**src/rtl/serial_add_ctrl_pkg.sv**
```systemverilog
// Shared types and defaults for the bit-serial adder controller.
package serial_add_ctrl_pkg;

  localparam int unsigned DEFAULT_WIDTH = 8;

  typedef enum logic [1:0] {
    IDLE = 2'd0,
    RUN  = 2'd1,
    DONE = 2'd2
  } state_e;

endpackage

```
**src/rtl/full_adder_cell.sv**
```systemverilog
// One-bit full adder used once per cycle by the serial datapath.
module full_adder_cell (
  input  logic a,
  input  logic b,
  input  logic cin,
  output logic s,
  output logic cout
);

  // Sum and carry of a single bit position
  always_comb begin
    s    = a ^ b ^ cin;
    cout = (a & b) | ((a ^ b) & cin);
  end

endmodule

```
**src/rtl/serial_add_ctrl.sv**
```systemverilog
// Bit-serial adder: accepts a, b, cin, adds LSB first over WIDTH cycles,
// then holds sum/cout/ovf until the consumer takes them.
module serial_add_ctrl
  import serial_add_ctrl_pkg::*;
#(
  parameter int unsigned WIDTH = DEFAULT_WIDTH
) (
  input  logic             clk,
  input  logic             reset,
  input  logic             in_valid,
  output logic             in_ready,
  input  logic [WIDTH-1:0] a,
  input  logic [WIDTH-1:0] b,
  input  logic             cin,
  output logic             out_valid,
  input  logic             out_ready,
  output logic [WIDTH-1:0] sum,
  output logic             cout,
  output logic             ovf,
  output logic             busy
);

  localparam int unsigned CNT_W = $clog2(WIDTH) + 1;

  state_e             state_q, state_d;
  logic [WIDTH-1:0]   a_sr_q, a_sr_d;
  logic [WIDTH-1:0]   b_sr_q, b_sr_d;
  logic [WIDTH-1:0]   sum_sr_q, sum_sr_d;
  logic               carry_q, carry_d;
  logic               c_msb_q, c_msb_d;
  logic [CNT_W-1:0]   cnt_q, cnt_d;

  logic               in_ready_q, in_ready_d;
  logic               out_valid_q, out_valid_d;
  logic               busy_q, busy_d;
  logic [WIDTH-1:0]   sum_q, sum_d;
  logic               cout_q, cout_d;
  logic               ovf_q, ovf_d;

  logic               fa_s;
  logic               fa_co;

  full_adder_cell u_fa (
    .a    (a_sr_q[0]),
    .b    (b_sr_q[0]),
    .cin  (carry_q),
    .s    (fa_s),
    .cout (fa_co)
  );

  // Next-state, datapath update and registered output values
  always_comb begin
    state_d     = state_q;
    a_sr_d      = a_sr_q;
    b_sr_d      = b_sr_q;
    sum_sr_d    = sum_sr_q;
    carry_d     = carry_q;
    c_msb_d     = c_msb_q;
    cnt_d       = cnt_q;
    in_ready_d  = 1'b0;
    out_valid_d = 1'b0;
    busy_d      = 1'b0;
    sum_d       = '0;
    cout_d      = 1'b0;
    ovf_d       = 1'b0;

    unique case (state_q)
      IDLE: begin
        if (in_valid) begin
          a_sr_d   = a;
          b_sr_d   = b;
          sum_sr_d = '0;
          carry_d  = cin;
          c_msb_d  = 1'b0;
          cnt_d    = '0;
          state_d  = RUN;
        end
      end
      RUN: begin
        a_sr_d   = a_sr_q >> 1;
        b_sr_d   = b_sr_q >> 1;
        sum_sr_d = {fa_s, sum_sr_q[WIDTH-1:1]};
        carry_d  = fa_co;
        cnt_d    = cnt_q + CNT_W'(1);
        // Last bit: the incoming carry is the carry into the MSB
        if (cnt_q == CNT_W'(WIDTH - 1)) begin
          c_msb_d = carry_q;
          state_d = DONE;
        end
      end
      DONE: begin
        if (out_ready) begin
          state_d = IDLE;
        end
      end
      default: state_d = IDLE;
    endcase

    // Outputs are registered from the next state so they align with it
    in_ready_d  = (state_d == IDLE);
    busy_d      = (state_d != IDLE);
    out_valid_d = (state_d == DONE);
    if (state_d == DONE) begin
      sum_d  = sum_sr_d;
      cout_d = carry_d;
      ovf_d  = c_msb_d ^ carry_d;
    end
  end

  // State and datapath registers with synchronous reset
  always_ff @(posedge clk) begin
    if (reset) begin
      state_q     <= IDLE;
      a_sr_q      <= '0;
      b_sr_q      <= '0;
      sum_sr_q    <= '0;
      carry_q     <= 1'b0;
      c_msb_q     <= 1'b0;
      cnt_q       <= '0;
      in_ready_q  <= 1'b1;
      out_valid_q <= 1'b0;
      busy_q      <= 1'b0;
      sum_q       <= '0;
      cout_q      <= 1'b0;
      ovf_q       <= 1'b0;
    end else begin
      state_q     <= state_d;
      a_sr_q      <= a_sr_d;
      b_sr_q      <= b_sr_d;
      sum_sr_q    <= sum_sr_d;
      carry_q     <= carry_d;
      c_msb_q     <= c_msb_d;
      cnt_q       <= cnt_d;
      in_ready_q  <= in_ready_d;
      out_valid_q <= out_valid_d;
      busy_q      <= busy_d;
      sum_q       <= sum_d;
      cout_q      <= cout_d;
      ovf_q       <= ovf_d;
    end
  end

  assign in_ready  = in_ready_q;
  assign out_valid = out_valid_q;
  assign busy      = busy_q;
  assign sum       = sum_q;
  assign cout      = cout_q;
  assign ovf       = ovf_q;

endmodule

```
**config.mk**
```make
export PLATFORM = sky130hd
export DESIGN_NAME = serial_add_ctrl
export DESIGN_NICKNAME = d
export VERILOG_FILES = /design/src/rtl/serial_add_ctrl_pkg.sv /design/src/rtl/full_adder_cell.sv /design/src/rtl/serial_add_ctrl.sv
export SDC_FILE = /design/constraint.sdc
export NUM_CORES = 1
export LEC_CHECK = 0
export ABC_AREA = 0
export CORE_ASPECT_RATIO = 1.5
export CORE_MARGIN = 10
export CORE_UTILIZATION = 40
export CTS_CLUSTER_DIAMETER = 100
export DETAILED_ROUTE_END_ITERATION = 10
export PLACE_DENSITY = 0.79
export SETUP_SLACK_MARGIN = 0.4
export SLEW_MARGIN = 0
export SYNTH_ARGS = -nofsm -noshare
export SYNTH_HDL_FRONTEND = slang
export SYNTH_SLANG_ARGS = --single-unit
```
**constraint.sdc**
```tcl
create_clock -name clk -period 2 [get_ports clk]
set_clock_uncertainty 0.2 [all_clocks]
set_input_delay 0.4 -clock clk [delete_from_list [all_inputs] [get_ports clk]]
set_output_delay 0.4 -clock clk [all_outputs]
set_load 0.01 [all_outputs]
```
==> results of run 1 <==
==> worst max-delay path, delay by kind of cell, from the launching register on <==
family	cells	cell delay (ns)
adder cells (fa/ha/maj)	1	0.37
flip-flops	1	0.36
AO/OA/AOI/OAI	1	0.26
multiplexers	1	0.24
AND/OR/NAND/NOR	2	0.17
buffers and inverters	1	0.15
==> sequential cells by signal (all words and copies together) (netlist names), 2 cells and up <==
| signal | count |
|---|---|
| sum | 8 |
| state_q | 2 |
| b_sr_q | 8 |
| cnt_q | 4 |
| sum_sr_q | 8 |
| a_sr_q | 8 |
==> where the power goes <==
part	switching (uW)	internal, uW
Combinational	121	130
Clock	316	374
Sequential	20.4	932
Total	458	1440
==> synthesized netlist by cell type <==
cell type  number
mux2_2          2
a211oi_1        6
nor4bb_1        1
nor2_1         46
nor3_1          9
o221a_2         1
buf_2           3
fa_1            1
clkinv_1        1
ha_1            1
dfxtp_1        45
nor2b_1         9
and2_1          1
a22oi_1        12
nand3b_1        1
o22ai_1         7
o21bai_1        1
inv_1           9
nand3_1         1
a221oi_1        1
buf_6           2
nor3b_1         8
buf_1           1
o31a_1          1
or4b_1          1
or2_2           1
clkbuf_2        1
clkbuf_1        7
o21ai_0         1
a21oi_1        11
nand2_1         1
nand2b_1        2
nor2_2          3
==> stage by stage <==
step	hold WS, ns	setup WS, ns	instance area, sq um	setup TNS (ns)
floorplan	0.2368	0.2849	1778	0
CTS	0.2676	0.1741	2420	0
finish	0.2662	0.1384	2519	0
global placement	0.2494	-0.1258	2191	-0.3789
detailed placement	0.2544	-0.1795	2191	-0.6294
global route	0.2931	0.08268	2519	0
==> worst min-delay path by stage <==
stage                     startpoint         to  slack [ns]
after floorplan            b_sr_q[1]  b_sr_q[1]        0.24
after global placement     b_sr_q[5]  b_sr_q[5]        0.25
after detailed placement   b_sr_q[1]  b_sr_q[1]        0.25
after CTS                  b_sr_q[1]  b_sr_q[1]        0.27
after global routing       b_sr_q[2]  b_sr_q[2]        0.29
final                      b_sr_q[1]  b_sr_q[1]        0.27
==> layer usage <==
metal / track usage / share of wire
met5: 0 / 0
met4: 0.05755 / 0.017
met3: 0.03425 / 0.055
met2: 0.2039 / 0.54
met1: 0.1187 / 0.39
==> kinds of logic after synthesis <==
kind of cell	count (synthesis)	synth area share
compound gates	41	0.1568
flops	45	0.5132
fa+ha+maj	2	0.01853
simple gates	84	0.2359
mux	2	0.01283
buf+inv	24	0.06271
==> area by class of cell <==
class | count | area share
clock buffer | 5 | 0.02732
clock inverter | 3 | 0.01739
inverter | 10 | 0.01788
multi-input combinational | 130 | 0.3393
sequential | 45 | 0.3636
tap | 46 | 0.02285
timing repair buffer | 59 | 0.2116
==> repair_timing <==
| item | in CTS | in global routing |
|---|---|---|
| pin swaps | 4 | 17 |
| hold buffers | 0 | 0 |
| gates cloned | 2 | 0 |
| endpoints found under the setup margin | 46 | 40 |
| hold endpoints to repair | 0 | 0 |
| buffers inserted | 8 | 4 |
| resized for setup | 36 | 16 |
==> reports/summary.md, run 1 <==
* synthesized netlist net count: 221
* standard cell core area: 0.004245 sq mm
* launch point of the worst reg-to-reg path: carry_q
* count of mapped cells out of synthesis: 198
* fill cell count: 358
* count of input and output buffers: 33
* nature of the critical path endpoint: flop
* cell count of the worst hold path: 2
* result of the run: completed
* first-pass GRT wire length: 7010 um
* count of yosys warnings during synthesis: 0
* Leak: 0.001060 uW
* clock insertion delay at the later pin of the skew report: 0.30 ns
* post-synth top area cell: dfxtp_1
* total wire length after detailed routing: 4407 um
* number of max-slew violations in the final report: 0
* cell-by-cell trace of the critical path: fa_2 -> nor2b_4 -> a221oi_4 -> buf_6 -> nor2_4 -> mux2_4
* final count of hold timing violations: 0
* Avg Synthesized Cell Area: 8.866 sq um
* number of nets still failing antenna checks after routing: 0
* DR DRC count: 0
* total power draw: 1894 uW
* final antenna diode count: 0
* total half-perimeter wirelength after legalization and detailed placement: 2663 um
* RSZ-0062 raised after global routing: yes
* Netlist Area Pre-Place: 0.001755 sq mm
* Inserted Clock Buffers: 5
* Util after Layout: 0.5933
* capture point of the critical path: ovf
* ratio of cells with drive above 1 in the final layout: 0.2460
* number of distinct library cells after synthesis: 33
* placer congestion estimate: 0.7949
* die height: 101.1 um
* htree depth: 2
* total area of sequential cells: 915.9 sq um
* post-synthesis sequential area ratio: 0.5132
* sort of element at the start of the critical path: flop
* number of placement rows: 29
* #FFs+latches synth: 45
* Max Root-Sink Buffers: 2
* critical path class: flop to flop
* top-area cell type share of the netlist area: 0.5132
* All-Layer GR Usage: 0.1155
* most frequent cells in the layout: nor2_1 (43), dfxtp_1 (39), buf_4 (20), clkdlybuf4s50_1 (17), dlygate4sd2_1 (14)
* fin crit period: 1.862 ns
* reg2reg setup slack: 0.14 ns
* classification of the worst-slack hold path: flop to flop
* Inst Count DP: 276
* area of the multi-input gates: 854.6 sq um
* largest stage delay on the critical path: 0.37 ns
* via count of the first global-routing pass: 1537
* average detailed-routed wire length per instance: 14.79 um
* data required time of the worst path: 1.98 ns
* CTS root buf: clkbuf_8
* Via Count: 1554
* number of max-cap violations: 0
* final setup violation count: 0
* number of iterations in the first detailed-routing pass: 4
* Die Width: 74.09 um
* maximum fanout along the worst path: 2
* part of the cycle the worst path needs: 0.9308
* reg-to-reg critical path endpoint: ovf
* Area contributors post-synth: dfxtp_1 (51%), nor2_1 (9.8%), a22oi_1 (5.1%), nor3b_1 (3.4%), nor2b_1 (3.2%)
* number of vias per cell: 5.215
* Power per Cell Area: 751.9 mW/mm^2
* CTS Sinks: 45
* leading cell type in the layout, fill and taps excluded: nor2_1
* Max Clock Freq: 0.5372 GHz
* critical path arrival: 1.84 ns
* launch point of the worst path: carry_q
* grt total ovfl: 0
* Die ar.: 0.007493 sq mm
* Slew @ Worst Pin: 0.2910 ns
* Critical Path Slowest Stage Cell: fa_2
* CTS clock-pin slew for the worst setup and hold paths: 0.09 ns
* effective utilization at floorplan: 0.4135
* number of primary I/O pins: 34
* Area Overhead vs Synth: 43.48%
* depth of the worst register-to-register path: 6
* non-filler cells in the finished layout: 298
* Final nets: 274
* clock tree from TritonCTS: built
* Iter 0 DRT Violations: 82
* normalized max-slew margin: 0.8057
* antenna violations before repair: 0
* largest vdd supply drop: 0.5409 mV
* maximum number of pins on one net before global-route repair: 22
Power figures use the tool's default switching activity.
==> inputs of run 2 (changes only) <==
--- a/config.mk
+++ b/config.mk
@@ -7,11 +7,13 @@
 export LEC_CHECK = 0
 export ABC_AREA = 0
 export CORE_ASPECT_RATIO = 1.5
-export CORE_MARGIN = 10
+export CORE_MARGIN = 2
 export CORE_UTILIZATION = 40
 export CTS_CLUSTER_DIAMETER = 100
 export DETAILED_ROUTE_END_ITERATION = 10
+export HOLD_SLACK_MARGIN = 0.1
 export PLACE_DENSITY = 0.79
+export REMOVE_ABC_BUFFERS = 1
 export SETUP_SLACK_MARGIN = 0.4
 export SLEW_MARGIN = 0
 export SYNTH_ARGS = -nofsm -noshare
==> reports/summary.md, run 2 (synthesized netlist as in run 1, its figures left out) <==
* via count of the first global-routing pass: 1486, was 1537
* Slew @ Worst Pin: 0.3378 ns, was 0.2910 ns
* most frequent cells in the layout: nor2_1 (44), dfxtp_1 (39), buf_4 (20), clkdlybuf4s50_1 (17), dlygate4sd2_1 (16), was nor2_1 (43), dfxtp_1 (39), buf_4 (20), clkdlybuf4s50_1 (17), dlygate4sd2_1 (14)
* Leak: 0.001025 uW, was 0.001060 uW
* final design instance area without fill: 0.002426 sq mm, was 0.002519 sq mm
* Final Hold Slack: 0.2638 ns, was 0.2662 ns
* Fin Setup TNS: 0 ns, unchanged
* Inserted Clock Buffers: 5, unchanged
* final count of hold timing violations: 0, unchanged
* Critical Path Slowest Stage Cell: fa_2, unchanged
* grt total ovfl: 0, unchanged
* maximum number of pins on one net before global-route repair: 32, was 22
* total half-perimeter wirelength after legalization and detailed placement: 2363 um, was 2663 um
* number of nets still failing antenna checks after routing: 0, unchanged
* largest stage delay on the critical path: 0.37 ns, about the same
* critical path class: flop to flop, unchanged
* data required time of the worst path: 1.99 ns, was 1.98 ns
* Die Width: 58.09 um, was 74.09 um
* number of vias per cell: 5.320, was 5.215
* cell count of the worst hold path: 2, unchanged
* clock insertion delay at the later pin of the skew report: 0.30 ns, about the same
* cell-by-cell trace of the critical path: fa_2 -> nor2b_4 -> a221oi_2 -> buf_4 -> nor2_2 -> mux2_4, was fa_2 -> nor2b_4 -> a221oi_4 -> buf_6 -> nor2_4 -> mux2_4
* CTS Sinks: 45, unchanged
* Power per Cell Area: 816.0 mW/mm^2, was 751.9 mW/mm^2
* post-route worst setup slack: 0.1328 ns, was 0.1384 ns
* clock tree from TritonCTS: built, unchanged
* number of placement rows: 29, unchanged
* effective utilization at floorplan: 0.4171, was 0.4135
* cell area reported after detailed placement: 0.002176 sq mm, was 0.002191 sq mm
* Max Root-Sink Buffers: 2, unchanged
* normalized max-slew margin: 0.7717, was 0.8057
* Via Count: 1564, was 1554
* DP Worst Slack: -0.2113 ns, was -0.1795 ns
* die height: 85.14 um, was 101.1 um
* nature of the critical path endpoint: flop, unchanged
* sort of element at the start of the critical path: flop, unchanged
* Die ar.: 0.004945 sq mm, was 0.007493 sq mm
* Max Clock Freq: 0.5356 GHz, was 0.5372 GHz
* number of max-cap violations: 0, unchanged
* number of primary I/O pins: 34, unchanged
* DR DRC count: 0, unchanged
* critical path arrival: 1.86 ns, was 1.84 ns
* fin crit period: 1.867 ns, was 1.862 ns
* RSZ-0062 raised after global routing: yes, unchanged
* final antenna diode count: 0, unchanged
* result of the run: completed, unchanged
* standard cell core area: 0.004209 sq mm, was 0.004245 sq mm
* fill cell count: 383, was 358
* count of input and output buffers: 33, unchanged
* ratio of cells with drive above 1 in the final layout: 0.2097, was 0.2460
* cts hold-fix bufs: 0, unchanged
* antenna violations before repair: 0, unchanged
* CTS clock-pin slew for the worst setup and hold paths: 0.08 ns, was 0.09 ns
* part of the cycle the worst path needs: 0.9336, was 0.9308
* maximum fanout along the worst path: 2, unchanged
* htree depth: 2, unchanged
* All-Layer GR Usage: 0.1687, was 0.1155
* largest vdd supply drop: 0.6827 mV, was 0.5409 mV
* final setup violation count: 0, unchanged
* leading cell type in the layout, fill and taps excluded: nor2_1, unchanged
* Iter 0 DRT Violations: 46, was 82
* total wire length after detailed routing: 3815 um, was 4407 um
* placer congestion estimate: 0.8085, was 0.7949
* number of iterations in the first detailed-routing pass: 4, unchanged
* classification of the worst-slack hold path: flop to flop, unchanged
* number of max-slew violations in the final report: 0, unchanged
* CTS root buf: clkbuf_8, unchanged
* Area Overhead vs Synth: 38.20%, was 43.48%
* first-pass GRT wire length: 6458 um, was 7010 um
* Final nets: 270, was 274
* average detailed-routed wire length per instance: 12.98 um, was 14.79 um
* depth of the worst register-to-register path: 6, unchanged
[run 2: cell types whose count changed in the layout (fill, tap and decap cells not counted), moves of 2 or more]
cell and change:
nor2_4 -2, dfxtp_4 -2, a22oi_1 +3, dlygate4sd2_1 +2, a22oi_2 -3, dfxtp_2 +2
[run 2: cell type report]
class	count	area, sq um	share of cell area
clock buffers	5	68.82	0.02837
well taps	46	57.56	0.02372
multi-input cells	129	790.8	0.3259
repair buffers	56	494.2	0.2037
flip-flops and latches	45	910.9	0.3755
inverters	10	38.79	0.01599
clock inverters	3	65.06	0.02682
[run 2: metal layers]
layer	share of wire	vias to the layer above	GRT usage	wire length (um)
li1	-	774	-	-
met5	0	-	0	0
met3	0.045	8	0.03354	170
met4	0.021	0	0.08668	79
met2	0.51	46	0.2975	1944
met1	0.42	736	0.1861	1620
[run 2: power breakdown]
| group | internal, uW | leakage [uW] | switching, uW |
|---|---|---|---|
| clock | 496 | 0.0000681 | 307 |
| combinational | 113 | 0.000587 | 107 |
| sequential | 934 | 0.000370 | 22.0 |
| total | 1540 | 0.00103 | 436 |
[run 2: final timing paths]
check / startpoint / end / slack (ns)
worst min register to register: b_sr_q[5] / b_sr_q[5] / 0.26
worst max-delay path: a_sr_q[0] / ovf / 0.13
worst min-delay path: b_sr_q[5] / b_sr_q[5] / 0.26
worst max register to register: a_sr_q[0] / ovf / 0.13
[run 2: timing repair]
item | 4_1_cts | 5_1_grt
setup buffers | 7 | 1
endpoints found under the setup margin | 46 | 15
gates resized for setup | 34 | 5
cloned | 1 | 0
pin swaps | 7 | 2
[run 2: per-stage QoR]
| step | utilization | std cells | power (uW) |
|---|---|---|---|
| final | 0.5764 | 294 | 1980 |
| after global routing | 0.5764 | 294 | 2062 |
| after CTS | 0.5713 | 293 | 1986 |
| after detailed placement | 0.5169 | 277 | 1183 |
| after global placement | 0.5169 | 277 | 1176 |
| after floorplan | - | 184 | 1079 |
[run 2: critical path, delay by kind of cell (launching register included)]
kind / cells / cell delay, ns
adders and majority gates: 1 / 0.37
buffers and inverters: 1 / 0.17
DFF: 1 / 0.34
muxes: 1 / 0.25
AOI/OAI and AO/OA: 1 / 0.25
and+or+nand+nor: 2 / 0.17
==> inputs of run 3 (changes only) <==
--- a/config.mk
+++ b/config.mk
@@ -8,11 +8,11 @@
 export ABC_AREA = 0
 export CORE_ASPECT_RATIO = 1.5
 export CORE_MARGIN = 2
-export CORE_UTILIZATION = 40
+export CORE_UTILIZATION = 45
 export CTS_CLUSTER_DIAMETER = 100
 export DETAILED_ROUTE_END_ITERATION = 10
 export HOLD_SLACK_MARGIN = 0.1
-export PLACE_DENSITY = 0.79
+export PLACE_DENSITY = 0.86
 export REMOVE_ABC_BUFFERS = 1
 export SETUP_SLACK_MARGIN = 0.4
 export SLEW_MARGIN = 0
==> reports/summary.md, run 3 (synthesized netlist as in run 1, its figures left out) <==
* layer with the highest usage: met2, unchanged
* Die Width: 55.00 um, was 58.09 um
* via count of the first global-routing pass: 1507, was 1486
* number of nets still failing antenna checks after routing: 0, unchanged
* Clk pwr share: 0.318, was 0.406
* All-Layer GR Usage: 0.1996, was 0.1687
* die height: 80.50 um, was 85.14 um
* total half-perimeter wirelength after legalization and detailed placement: 2422 um, was 2363 um
* Max Root-Sink Buffers: 2, unchanged
* average detailed-routed wire length per instance: 13.90 um, was 12.98 um
* Iter 0 DRT Violations: 22, was 46
* Inserted Clock Buffers: 5, unchanged
* delay-heaviest family, CP: adder cells, unchanged
* buffer and inverter count on the worst path: 1, unchanged
* critical path class: flop to flop, unchanged
* Leak: 0.001044 uW, was 0.001025 uW
* total power draw: 1773 uW, was 1980 uW
* first-pass GRT wire length: 6451 um, was 6458 um
* maximum number of pins on one net before global-route repair: 32, unchanged
* fin crit period: 1.853 ns, was 1.867 ns
* CTS Sinks: 45, unchanged
* number of primary I/O pins: 34, unchanged
* part of the cycle the worst path needs: 0.9266, was 0.9336
* ratio of cells with drive above 1 in the final layout: 0.2569, was 0.2097
* number of max-cap violations: 0, unchanged
* CTS root buf: clkbuf_8, unchanged
* maximum fanout along the worst path: 2, unchanged
* DR DRC count: 0, unchanged
* Inst Count DP: 274, was 277
* number of iterations in the first detailed-routing pass: 4, unchanged
* Power per Cell Area: 714.8 mW/mm^2, was 816.0 mW/mm^2
* Slew @ Worst Pin: 0.3251 ns, was 0.3378 ns
* placer congestion estimate: 0.7788, was 0.8085
* Final nets: 276, was 270
* nature of the critical path endpoint: flop, unchanged
* combinational fraction of design power: 0.145, was 0.111
* cell-by-cell trace of the critical path: fa_2 -> nor2b_4 -> a221oi_2 -> buf_4 -> nor2_2 -> mux2_4, unchanged
* final count of hold timing violations: 0, unchanged
* most frequent cells in the layout: nor2_1 (40), dfxtp_1 (39), buf_4 (21), clkdlybuf4s50_1 (17), dlygate4sd2_1 (15), was nor2_1 (44), dfxtp_1 (39), buf_4 (20), clkdlybuf4s50_1 (17), dlygate4sd2_1 (16)
* final setup violation count: 0, unchanged
* number of max-slew violations in the final report: 0, unchanged
* grt total ovfl: 0, unchanged
* Via Count: 1616, was 1564
* number of placement rows: 27, was 29
* met3 Use GR: 0.05390, was 0.03354
* cts hold-fix bufs: 0, unchanged
* Area Overhead vs Synth: 41.34%, was 38.20%
* htree depth: 2, unchanged
* sort of element at the start of the critical path: flop, unchanged
* Critical Path Slowest Stage Cell: fa_2, unchanged
* Sw Ratio: 0.2426, was 0.2204
* data required time of the worst path: 1.99 ns, about the same
* result of the run: completed, unchanged
* total wire length after detailed routing: 4114 um, was 3815 um
* sw power: 430.3 uW, was 436.3 uW
* design internal power: 1343 uW, was 1543 uW
* count of input and output buffers: 33, unchanged
* Max Clock Freq: 0.5396 GHz, was 0.5356 GHz
* met1 usage in global routing: 0.2091, was 0.1861
* Final Hold Slack: 0.2703 ns, was 0.2638 ns
* antenna violations before repair: 0, unchanged
* Fin Setup TNS: 0 ns, unchanged
* leading cell type in the layout, fill and taps excluded: nor2_1, unchanged
* largest vdd supply drop: 0.5984 mV, was 0.6827 mV
* standard cell core area: 0.003716 sq mm, was 0.004209 sq mm
* met2 demand-to-capacity share in global routing: 0.3476, was 0.2975
* Reg power frac: 0.537, was 0.483
* final antenna diode count: 0, unchanged
* non-filler cells in the finished layout: 296, was 294
* effective utilization at floorplan: 0.4724, was 0.4171
* number of vias per cell: 5.459, was 5.320
* clock insertion delay at the later pin of the skew report: 0.30 ns, about the same
* RSZ-0062 raised after global routing: yes, unchanged
* critical path arrival: 1.85 ns, was 1.86 ns
* largest stage delay on the critical path: 0.36 ns, was 0.37 ns
* classification of the worst-slack hold path: flop to flop, unchanged
* clock tree from TritonCTS: built, unchanged
* normalized max-slew margin: 0.7833, was 0.7717
* Die ar.: 0.004427 sq mm, was 0.004945 sq mm
* CTS clock-pin slew for the worst setup and hold paths: 0.08 ns, about the same
-- run 3: changes by cell type in the layout (fill, tap and decap cells not counted), sizes merged, moves of 2 or more --
cell,change
buf,+4
bufinv,-2
clkinv,-2
clkbuf,+3
-- run 3: what timing repair did --
item,CTS,global route
setup endpoints to repair,42,33
pin swaps,4,4
cloned,1,2
gates resized for setup,39,16
buffers inserted,10,2
-- run 3: layout make-up --
class	instances	area (sq um)
Tap cell	43	53.80
Clock buffer	7	86.33
Sequential cell	45	913.4
Timing Repair Buffer	61	565.5
Fill cell	289	1235
Multi-Input combinational cell	130	822.0
Inverter	10	40.04
-- run 3: path summary, 6_finish.rpt --
path / from / to / slack [ns] / cells past startpoint
setup reg to reg: carry_q / ovf / 0.15 / 6
setup / recovery: carry_q / ovf / 0.15 / 6
hold / removal: b_sr_q[5] / b_sr_q[5] / 0.27 / 2
hold reg to reg: b_sr_q[5] / b_sr_q[5] / 0.27 / 2
-- run 3: tightest hold or removal path, stage by stage (launching register included) --
cell	delay [ns]
dfxtp_1	0.30
inv_1	0.06
a211oi_1	0.06
-- run 3: layer usage --
| layer | up-vias | part of all wire | routed length (um) |
|---|---|---|---|
| li1 | 781 | - | - |
| met1 | 780 | 0.39 | 1625 |
| met2 | 45 | 0.54 | 2205 |
| met3 | 10 | 0.042 | 171 |
| met4 | 0 | 0.027 | 111 |
| met5 | - | 0 | 0 |
-- run 3: power groups by stage --
stage | registers (uW) | logic (uW) | clock network (uW)
2_1_floorplan | 976 | 104 | 0
3_3_place_gp | 975 | 200 | 0
3_5_place_dp | 976 | 206 | 0
4_1_cts | 951 | 230 | 569
5_1_grt | 956 | 285 | 615
6_report | 953 | 257 | 564
-- run 3: stage by stage --
step           instance area (sq um)  setup WS [ns]    util
3_3_place_gp                    2172        -0.1529  0.5845
4_1_cts                         2384         0.1694  0.6414
2_1_floorplan                   1683        -0.4187       -
6_report                        2481         0.1469  0.6677
3_5_place_dp                    2172        -0.2364  0.5845
5_1_grt                         2481         0.1076  0.6677
